--- config.mk ---
export PLATFORM = sky130hd
export DESIGN_NAME = pc_gen
export DESIGN_NICKNAME = d
export VERILOG_FILES = /design/src/rtl/pc_gen.sv
export SDC_FILE = /design/constraint.sdc
export NUM_CORES = 1
export LEC_CHECK = 0
export ABC_AREA = 1
export BUFFER_PORTS_ARGS = -buffer_cell sky130_fd_sc_hd__buf_2
export CORE_AREA = 2 2 81 83
export CTS_BUF_LIST = sky130_fd_sc_hd__clkbuf_8 sky130_fd_sc_hd__clkbuf_16
export DETAILED_ROUTE_END_ITERATION = 10
export DIE_AREA = 0 0 83 85
export PLACE_DENSITY = 0.74
export SLEW_MARGIN = 20
export SYNTH_ARGS = -nofsm -noshare
export SYNTH_HDL_FRONTEND = slang
export SYNTH_SLANG_ARGS = --single-unit
--- constraint.sdc ---
create_clock -name clk -period 2.2 [get_ports clk]
set_clock_uncertainty 0.15 [all_clocks]
set_input_delay 0.22 -clock clk [delete_from_list [all_inputs] [get_ports clk]]
set_output_delay 0.22 -clock clk [all_outputs]
set_load 0.03 [all_outputs]
--- src/rtl/pc_gen.sv ---
// pc_gen -- program counter generator for an in-order fetch front end.
//
// Produces the fetch address pc_o with a valid/ready handshake towards the
// fetch stage. The next PC is chosen in priority order: trap redirect, branch
// redirect, return-stack pop, sequential increment on accept, then hold.
// A small BOOT/RUN/HALT state machine gates pc_valid_o and supports a
// handshake-aligned halt and a resume.
//
// Optional feature: define the macro PC_GEN_RAS_EN to build a return address
// stack (RAS) of RAS_DEPTH entries. Without it the block has no stack storage,
// call_i/ret_i are ignored and ras_empty_o is tied high.
//
// Reset is asynchronous and active-high on rst. All state updates on the
// rising edge of clk.

module pc_gen #(
  parameter int unsigned       ADDR_W    = 32,
  parameter logic [ADDR_W-1:0] RESET_VEC = '0,
  parameter int unsigned       INC       = 4,
  parameter int unsigned       RAS_DEPTH = 4
) (
  input  logic              clk,
  input  logic              rst,
  input  logic              fetch_ready_i,
  input  logic              branch_flag_i,
  input  logic [ADDR_W-1:0] branch_addr_i,
  input  logic              trap_flag_i,
  input  logic [ADDR_W-1:0] trap_addr_i,
  input  logic              halt_i,
  input  logic              resume_i,
  input  logic              call_i,
  input  logic              ret_i,
  output logic [ADDR_W-1:0] pc_o,
  output logic              pc_valid_o,
  output logic              halted_o,
  output logic              ras_empty_o
);

  // INC is a power of two, so redirect targets are aligned by clearing the
  // low log2(INC) bits.
  localparam int unsigned       ALIGN_W    = $clog2(INC);
  localparam logic [ADDR_W-1:0] INC_VAL    = ADDR_W'(INC);
  localparam logic [ADDR_W-1:0] ALIGN_MASK = {ADDR_W{1'b1}} << ALIGN_W;

  typedef enum logic [1:0] {
    ST_BOOT = 2'd0,
    ST_RUN  = 2'd1,
    ST_HALT = 2'd2
  } state_t;

  state_t            state_reg;
  logic [ADDR_W-1:0] pc_reg;
  logic [ADDR_W-1:0] pc_next;
  logic              pc_valid_reg;
  logic              halted_reg;
  logic              halt_pend_reg;

  logic              accept;
  logic              redirect;
  logic [ADDR_W-1:0] pc_inc;
  logic [ADDR_W-1:0] trap_target;
  logic [ADDR_W-1:0] branch_target;

  // Return-stack interface towards the next-PC mux.
  logic              ras_ret_take;
  logic [ADDR_W-1:0] ras_ret_addr;
  logic              ras_empty;

  assign accept        = pc_valid_reg & fetch_ready_i;
  assign redirect      = trap_flag_i | branch_flag_i;
  assign pc_inc        = pc_reg + INC_VAL;  // wraps modulo 2^ADDR_W
  assign trap_target   = trap_addr_i & ALIGN_MASK;
  assign branch_target = branch_addr_i & ALIGN_MASK;

`ifdef PC_GEN_RAS_EN
  // ---------------------------------------------------------------------
  // Return address stack: circular buffer addressed by a stack pointer that
  // points at the next free slot. A push when full simply wraps and
  // overwrites the oldest entry; the count saturates at RAS_DEPTH.
  // ---------------------------------------------------------------------
  localparam int unsigned PTR_W = $clog2(RAS_DEPTH);
  localparam logic [PTR_W:0] RAS_FULL = (PTR_W+1)'(RAS_DEPTH);

  logic [ADDR_W-1:0] ras_mem [RAS_DEPTH];
  logic [PTR_W-1:0]  ras_sp_reg;
  logic [PTR_W:0]    ras_cnt_reg;
  logic [PTR_W-1:0]  ras_top_idx;
  logic [PTR_W-1:0]  ras_wr_idx;
  logic              ras_push;
  logic              ras_pop;

  assign ras_empty   = (ras_cnt_reg == '0);
  assign ras_top_idx = ras_sp_reg - 1'b1;

  // Stack operations only happen for an accepted instruction that is not
  // overridden by a redirect; a redirect wins the next PC, so its call/ret
  // must not disturb the stack either.
  assign ras_push = accept & call_i & ~redirect;
  assign ras_pop  = accept & ret_i & ~redirect & ~ras_empty;

  // A simultaneous call+ret replaces the top entry in place.
  assign ras_wr_idx   = ras_pop ? ras_top_idx : ras_sp_reg;
  assign ras_ret_take = ras_pop;
  assign ras_ret_addr = ras_mem[ras_top_idx];

  // Stack storage: contents need no reset, validity is tracked by the count.
  always_ff @(posedge clk) begin
    if (ras_push) begin
      ras_mem[ras_wr_idx] <= pc_inc;
    end
  end

  // Stack pointer and occupancy; a trap flushes the stack.
  always_ff @(posedge clk or posedge rst) begin
    if (rst) begin
      ras_sp_reg  <= '0;
      ras_cnt_reg <= '0;
    end else if (trap_flag_i) begin
      ras_sp_reg  <= '0;
      ras_cnt_reg <= '0;
    end else if (ras_push && !ras_pop) begin
      ras_sp_reg <= ras_sp_reg + 1'b1;
      if (ras_cnt_reg != RAS_FULL) begin
        ras_cnt_reg <= ras_cnt_reg + 1'b1;
      end
    end else if (ras_pop && !ras_push) begin
      ras_sp_reg  <= ras_top_idx;
      ras_cnt_reg <= ras_cnt_reg - 1'b1;
    end
  end
`else
  // No return stack: call/ret have no effect and the stack always reads empty.
  logic unused_ras_inputs;
  assign unused_ras_inputs = &{1'b0, call_i, ret_i};
  assign ras_empty    = 1'b1;
  assign ras_ret_take = 1'b0;
  assign ras_ret_addr = '0;
`endif

  // Next-PC selection: trap > branch > RAS return > accept increment > hold.
  always_comb begin
    pc_next = pc_reg;
    if (trap_flag_i) begin
      pc_next = trap_target;
    end else if (branch_flag_i) begin
      pc_next = branch_target;
    end else if (ras_ret_take) begin
      pc_next = ras_ret_addr;
    end else if (accept) begin
      pc_next = pc_inc;
    end
  end

  // Control FSM with registered outputs; the PC register updates every cycle
  // from the next-PC mux, so redirects apply in every state.
  always_ff @(posedge clk or posedge rst) begin
    if (rst) begin
      state_reg     <= ST_BOOT;
      pc_reg        <= RESET_VEC;
      pc_valid_reg  <= 1'b0;
      halted_reg    <= 1'b0;
      halt_pend_reg <= 1'b0;
    end else begin
      pc_reg <= pc_next;
      case (state_reg)
        ST_BOOT: begin
          // BOOT always lasts one cycle; a halt requested here is remembered
          // and taken on the first accepted fetch.
          state_reg     <= ST_RUN;
          pc_valid_reg  <= 1'b1;
          halted_reg    <= 1'b0;
          halt_pend_reg <= halt_i;
        end
        ST_RUN: begin
          if (accept && (halt_i || halt_pend_reg)) begin
            // The current request completes its handshake, then we stop.
            state_reg     <= ST_HALT;
            pc_valid_reg  <= 1'b0;
            halted_reg    <= 1'b1;
            halt_pend_reg <= 1'b0;
          end else if (halt_i) begin
            halt_pend_reg <= 1'b1;
          end
        end
        ST_HALT: begin
          // A concurrent halt request keeps us halted.
          if (resume_i && !halt_i) begin
            state_reg    <= ST_RUN;
            pc_valid_reg <= 1'b1;
            halted_reg   <= 1'b0;
          end
          halt_pend_reg <= 1'b0;
        end
        default: begin
          state_reg     <= ST_BOOT;
          pc_valid_reg  <= 1'b0;
          halted_reg    <= 1'b0;
          halt_pend_reg <= 1'b0;
        end
      endcase
    end
  end

  assign pc_o        = pc_reg;
  assign pc_valid_o  = pc_valid_reg;
  assign halted_o    = halted_reg;
  assign ras_empty_o = ras_empty;

endmodule

==> run metrics, run 1 <==
asr flop ratio synth=100%; CORE AREA=0.00620 mm2; PostCTS Resize Cnt=0; maxcap violations=0; share of layout cells above drive strength 1=24.1%; EDFF count, synth=0; Clock Latency Late Sink=0.29 ns; Clock Sinks=33; Synth Warn #=0; average wire per standard cell=between 10 and 15 um; ANT cells=0; top cells by area, synth=dfrtp_1, nand2_1, nor2_1, nand3_1, inv_1; count leader, synth=nand2_1; Highest Clock Rate=521 MHz; first-pass GRT wire length=roughly 14,000 um; vias in the first global route=3,032; slew margin rel.=64.9%; hold crit path type=input port to flop; main flop type after synthesis=dfrtp_1; Worst Tran Pin Value=0.527 ns; I/O pins=108; Yosys reg bits=33; Setup WS post-layout=0.279 ns; period utilization=87.3%; slowest stage delay, CP=around 0.44 ns; critical-path cell list=ha_1 > inv_1 > nor2_2 > nand2_4 > nor2_8 > nand3_1 > nand3_1 > nand2_1 > nand2_1 > nand2_1; design area=0.00345 mm2; top cells by count, synth=nand2_1, nor2_1, nand3_1; Crit-path slowest cell=dfrtp_1; Initial Util=roughly 44%; Layout Utilization=a little under three fifths; Area Growth Syn to Fin=25.9%; Total GRT Usage=23.8%; TritonCTS clock tree=done; Synth Area per Inst=6.28 um2; Rows=29; CTS root buf=clkbuf_8; H-tree Lvls=2; RSZ-0062 raised after global routing=no; setup TNS=0 ns; Hold Vio Cnt, Final=0; DPL Wire Length=6090 um; minimum clock period=1.92 ns; Detailed Route Iter0 Violations=139; antenna-violating nets left=0; CP dominant cell by count=nand2_1; grt ovf=0; family with the most delay on the worst path=simple AND/OR/NAND/NOR gates; Leak Pwr=around 0.0018 uW; CP Buf/Inv Count=1; Cell variety after synth=35; Critical Path AT=1.95 ns; required time of the critical path=2.23 ns; largest net degree at the start of global routing=46; critical path class=flop to flop; Layout Cells excl Fill=617; initial antenna violation count=0; Synth top area share=30.2%; Post-Syn Instances=436; final setup vio count=0; Seq/Total Area, Yosys=about 30%; CTS Hold Bufs=9; DP Cell Count=600; CTS clk-pin slew, worst paths=0.07 ns; Inserted Clock Buffers=5; crit start category=flop; via count=around 3.1k; CP endpoint kind=flop; Max VDD drop=0.499 mV; gpl congestion=0.877; DP Area=0.00327 mm2; max reg flops=30; PortBufs=just under 100; status=finished, final reports clean; DR vias/cell=5.06; Post-CTS Setup Inserts=0; CP max FO=6; Clock Tree Buf Depth=2; height of the die=85 um; largest area contributor in the netlist=dfrtp_1; Pwr Density=665 mW/mm2; Syn Std Cell Area=0.00274 mm2; Die ar.=0.00706 mm2; overall routed net length=8240 um; DR DRC count=0; Final #Nets=approximately 610; fin. max-slew vios=0; die width=83 um; First-pass DRT Iterations=5; Place WS=about 0.28 ns
[through the flow]
| stage | hold WS, ns | power, uW |
|---|---|---|
| floorplan | 0.197 | 1530 |
| global route | 0.0123 | 2450 |
| CTS | 0.00298 | 2310 |
| finish | 0.00280 | 2290 |
| detailed placement | 0.202 | 1840 |
| global placement | 0.193 | 1810 |
[worst register-to-register path: cells and delay by family (launching register included)]
family | cells | cell delay, ns
DFF | 1 | 0.44
and+or+nand+nor | 8 | 0.83
buffers and inverters | 1 | 0.10
adders and majority gates | 1 | 0.31
[cell families (layout without fill, tap and decap cells)]
| group | count (synthesis) | in the layout | synth area share, % |
|---|---|---|---|
| other | 2 | 3 | 0.274 |
| adders and majority gates | 1 | 1 | 0.457 |
| DFF | 33 | 33 | 30.2 |
| xor gates and xnor gates | 9 | 9 | 2.88 |
| and+or+nand+nor | 280 | 280 | 44.8 |
| buffers and inverters | 55 | 158 | 8.55 |
| AOI/OAI and AO/OA | 56 | 56 | 12.9 |
[cells in the final DEF, fill, tap and decap left out, types with 4 or more instances in the layout]
master / synthesis / routed
nand2_1: 134 / 134
buf_2: 10 / 98
nor2_1: 83 / 83
nand3_1: 39 / 39
inv_1: 36 / 37
dfrtp_1: 33 / 33
o21ai_0: 25 / 25
dlygate4sd3_1: 0 / 9
a21oi_1: 8 / 8
nor2_4: 6 / 6
o211ai_1: 6 / 6
xor2_1: 6 / 6
o21bai_1: 5 / 5
a22o_1: 5 / 5
clkbuf_8: 0 / 5
buf_4: 4 / 5
nand2_2: 4 / 4
[report_power, final]
part	internal, uW	switching (uW)	total [uW]
logic	323	631	953
clock network	215	240	455
registers	722	163	885
total	1260	1030	2290
[cell type report]
type                            count  area [um2]
Clock buffer                        5        68.8
Clock inverter                      3        13.8
Fill cell                         636        2760
Inverter                           38         143
Multi-Input combinational cell    349        1680
Sequential cell                    33         826
Tap cell                           77        96.3
Timing Repair Buffer              112         618
[final timing paths]
kind / start / to / slack (ns) / cells after the start
worst max-delay path: pc_o[2] / pc_o[24] / 0.28 / 10
min in group asynchronous: rst / pc_o[5] / 0.42 / 4
worst min-delay path: trap_addr_i[26] / pc_o[26] / 0.003 / 3
worst min register to register: halted_o / halt_pend_reg / 0.37 / 1
max in group asynchronous: rst / pc_o[23] / 1.17 / 4
worst max register to register: pc_o[2] / pc_o[24] / 0.28 / 10
[per-layer routing]
layer	global-route usage [%]	vias to the layer above	part of all wire [%]
li1	-	1583	-
met1	30.6	1425	44
met2	40.9	103	49
met3	4.38	11	5.9
met4	7.15	0	1.3
met5	0	-	0
No activity file was read; power rests on OpenSTA's default activity.
==> run 2: changes to the inputs <==
CTS_BUF_LIST = default   (was sky130_fd_sc_hd__clkbuf_8 sky130_fd_sc_hd__clkbuf_16)
PLACE_DENSITY = 0.7   (was 0.74)
==> run metrics, run 2 (synthesis results as in run 1) <==
status=finished, final reports clean; CTS clk-pin slew, worst paths=approximately 0.080 ns; Critical R2R Capture=pc_o[22]; hold path start=trap_addr_i[21]; Pwr Density=670 mW/mm2; Reg2Reg Setup Slack=0.30 ns; CTS root buf=clkbuf_8; Area Growth Syn to Fin=26.1%; Comb pwr share=41.2%; average wire per standard cell=about 13 um; CP endpoint kind=flop; initial antenna violation count=0; RSZ-0062 raised after global routing=no; clock power share=20.7%; setup TNS=0 ns; sequential power share=38.1%; Leak Pwr=0.00180 uW; DR vias/cell=4.99; Die ar.=0.00706 mm2; Clock Latency Late Sink=0.29 ns; overall routed net length=8290 um; Clock Tree Buf Depth=2; CORE AREA=0.00620 mm2; final setup vio count=0; Rows=29; Max VDD drop=roughly 0.42 mV; Highest Clock Rate=528 MHz; DPL Wire Length=6070 um; first-pass GRT wire length=14,100 um; hold crit path type=input port to flop; PortBufs=around 100; Inserted Clock Buffers=5; commonest non-fill, non-tap cell in the layout=nand2_1; CP max FO=6; Detailed Route Iter0 Violations=157; crit start category=flop; sw frac=45.4%; gr busiest metal=met2; slew margin rel.=65.0%; met3 global-route usage=a little under 4%; period utilization=86.1%; critical path class=flop to flop; Worst Reg2Reg Path Length in Cells=10; Fillers=649; height of the die=85 um; Total GRT Usage=approximately 24%; Hold Vio Cnt, Final=0; Clock Sinks=33; WHS Path Cells=3; met2 Usage GRT=43.2%; ANT cells=0; grt ovf=0; Initial Util=between 40% and 50%; largest net degree at the start of global routing=46; die width=a little over 80 um; maxcap violations=0; I/O pins=108; Layout Utilization=approximately 56%; Critical Path AT=1.93 ns; Final #Nets=613; share of layout cells above drive strength 1=between 20% and 30%; minimum clock period=approximately 1.9 ns; DR DRC count=0; TritonCTS clock tree=done; H-tree Lvls=2; reg-to-reg startpoint=pc_o[2]; required time of the critical path=2.24 ns; commonest cells after routing, fill and taps aside=nand2_1, buf_2, nor2_1; fin. max-slew vios=0; Worst Hold End=pc_o[21]; gpl congestion=0.854; Int Pwr=1260 uW; antenna-violating nets left=0; First-pass DRT Iterations=4; vias in the first global route=3,033; max reg flops=30; Psw=1050 uW; via count=3,076; Worst Tran Pin Value=0.524 ns; M1 GR Usage=30.8%
run 2: cell types whose count changed in the layout (fill, tap and decap cells not counted), sizes merged:
cell      delta
inv          -1
clkinvlp     +1
run 2: cell type report:
class	instances	area [um2]	area share (%)
Clock buffer	5	68.8	1.99
Sequential cell	33	826	23.9
Clock inverter	3	17.5	0.508
Inverter	38	143	4.13
Timing Repair Buffer	112	618	17.9
Multi-Input combinational cell	349	1680	48.7
Tap cell	77	96.3	2.79
run 2: worst max path at each step:
stage / to / startpoint / slack, ns / cells after the start
after floorplan: pc_o[24] / pc_o[2] / 0.30 / 10
after global placement: pc_o[22] / pc_o[2] / 0.36 / 10
after detailed placement: pc_o[22] / pc_o[2] / 0.31 / 10
after CTS: pc_o[22] / pc_o[2] / 0.29 / 10
after global routing: pc_o[22] / pc_o[2] / 0.13 / 10
final: pc_o[22] / pc_o[2] / 0.30 / 10
run 2: power groups by stage:
stage | sequential (uW) | clock [uW] | combinational, uW
floorplan | 1070 | 0 | 462
global placement | 886 | 0 | 929
detailed placement | 891 | 0 | 947
CTS | 881 | 489 | 961
global route | 903 | 510 | 1060
finish | 882 | 478 | 953
run 2: per-layer routing:
| metal | wire (um) | vias to the layer above |
|---|---|---|
| li1 | - | 1579 |
| met1 | 3730 | 1393 |
| met2 | 4020 | 100 |
| met3 | 497 | 4 |
| met4 | 40 | 0 |
| met5 | 0 | - |
run 2: what timing repair did:
item,CTS,global route
resized for setup,0,0
buffers inserted,0,0
hold endpoints to repair,41,0
hold buffers,9,0
run 2: through the flow:
stage	instance area (um2)	setup WS, ns	total power (uW)	hold WS, ns	cells
floorplan	2740	0.304	1530	0.197	437
global placement	3270	0.357	1820	0.193	600
detailed placement	3270	0.315	1840	0.202	600
CTS	3450	0.293	2330	0.00153	617
global route	3450	0.131	2470	0.00637	617
finish	3450	0.305	2310	0.00146	617
run 2: worst max-delay path: stages (launching register included):
cell and delay (ns):
dfrtp_1 0.44, ha_1 0.31, inv_1 0.10, nor2_2 0.18, nand2_4 0.14, nor2_8 0.16
nand3_1 0.08, nand2_1 0.06, nand3_1 0.06, nand2_1 0.07, nand2_1 0.05
==> run 3: changes to the inputs <==
CORE_AREA = 2 2 78 80   (was 2 2 81 83)
DIE_AREA = 0 0 80 82   (was 0 0 83 85)
PLACE_DENSITY = 0.75   (was 0.7)
==> run metrics, run 3 (synthesis results as in run 1) <==
final hold slack=0.00472 ns; Final #Nets=613; CP endpoint kind=flop; Pwr Density=672 mW/mm2; grt ovf=0; Total GRT Usage=a little over a quarter; I/O pins=108; CTS root buf=clkbuf_8; minimum clock period=1.87 ns; Inserted Clock Buffers=5; via count=~3.2k; CTS clk-pin slew, worst paths=0.08 ns; vias in the first global route=2,991; setup TNS=0 ns; slew margin rel.=about 65%; gpl congestion=0.902; status=finished, final reports clean; fin. max-slew vios=0; Place WS=0.316 ns; final setup vio count=0; Setup WS post-layout=approximately 0.33 ns; ANT cells=0; critical path class=flop to flop; overall routed net length=8490 um; initial antenna violation count=0; H-tree Lvls=2; share of layout cells above drive strength 1=approximately a quarter; Hold Vio Cnt, Final=0; Critical R2R Capture=pc_o[22]; PostCTS Resize Cnt=0; reg-to-reg startpoint=pc_o[2]; Clock Latency Late Sink=roughly 0.29 ns; die width=about 80 um; crit start category=flop; Clock Sinks=33; Die ar.=0.00656 mm2; crit path launch=pc_o[2]; max reg flops=30; Worst Reg2Reg Path Length in Cells=10; CORE AREA=0.00575 mm2; Rows=28; Post-CTS Setup Inserts=0; antenna-violating nets left=0; Highest Clock Rate=roughly 530 MHz; commonest non-fill, non-tap cell in the layout=nand2_1; DR DRC count=0; commonest cells after routing, fill and taps aside=nand2_1, buf_2, nor2_1; required time of the critical path=approximately 2.2 ns; Detailed Route Iter0 Violations=178; First-pass DRT Iterations=7; first-pass GRT wire length=13,800 um; DR vias/cell=5.14; design area=0.00344 mm2; Worst Tran Pin Value=about 0.53 ns; Leak Pwr=0.00180 uW; Max VDD drop=0.332 mV; Critical Path AT=1.91 ns; TritonCTS clock tree=done; DPL Wire Length=6180 um; Reg2Reg Setup Slack=0.33 ns; hold crit path type=input port to flop; Area Growth Syn to Fin=25.7%; RSZ-0062 raised after global routing=no; Initial Util=47.6%; maxcap violations=0; Clock Tree Buf Depth=2; CTS Hold Bufs=8; Critical Path Sink=pc_o[22]; period utilization=85.1%; average wire per standard cell=13.8 um; PortBufs=98; DP Cell Count=599; CP max FO=6; height of the die=82 um; DP Area=0.00328 mm2; Layout Cells excl Fill=615; largest net degree at the start of global routing=34
## run 3: routing by layer
metal	vias up	track usage (%)	wire, um
met4	0	8.98	169
met2	112	47.1	4090
met1	1443	34.2	3780
li1	1589	-	-
met5	-	0	0
met3	16	4.07	452
## run 3: worst max-delay path, cell delays in order, from the launching register on
cell     delay [ns]
dfrtp_1        0.43
ha_1           0.29
inv_1          0.09
nor2_2         0.18
nand2_4        0.14
nor2_8         0.16
nand3_1        0.09
nand2_1        0.06
nand3_1        0.06
nand2_1        0.07
nand2_1        0.04
## run 3: final cells by class
class	count	area [um2]
timing repair buffer	112	616
inverter	38	143
multi-input combinational	349	1680
tap	75	93.8
sequential	33	826
fill	602	2300
clock inverter	2	10.0
clock buffer	6	72.6
## run 3: worst min path at each step
stage	end	cells after the start	start	slack, ns
floorplan	halt_pend_reg	1	rst	0.20
global placement	pc_o[3]	3	rst	0.19
detailed placement	pc_o[3]	3	rst	0.20
global route	pc_o[8]	3	trap_addr_i[8]	0.01
CTS	pc_o[6]	3	trap_addr_i[6]	0.0008
finish	pc_o[6]	3	trap_addr_i[6]	0.005
## run 3: report_power, final
group | switching, uW | total [uW] | leakage, uW | internal [uW]
clock | 252 | 472 | 0.0000450 | 220
sequential | 162 | 883 | 0.000395 | 722
combinational | 634 | 957 | 0.00136 | 323
## run 3: metrics by stage
| stage | power, uW | utilization (%) |
|---|---|---|
| finish | 2310 | 59.9 |
| global route | 2470 | 59.9 |
| CTS | 2320 | 59.9 |
| detailed placement | 1840 | 57.1 |
| global placement | 1820 | 57.1 |
| floorplan | 1530 | - |
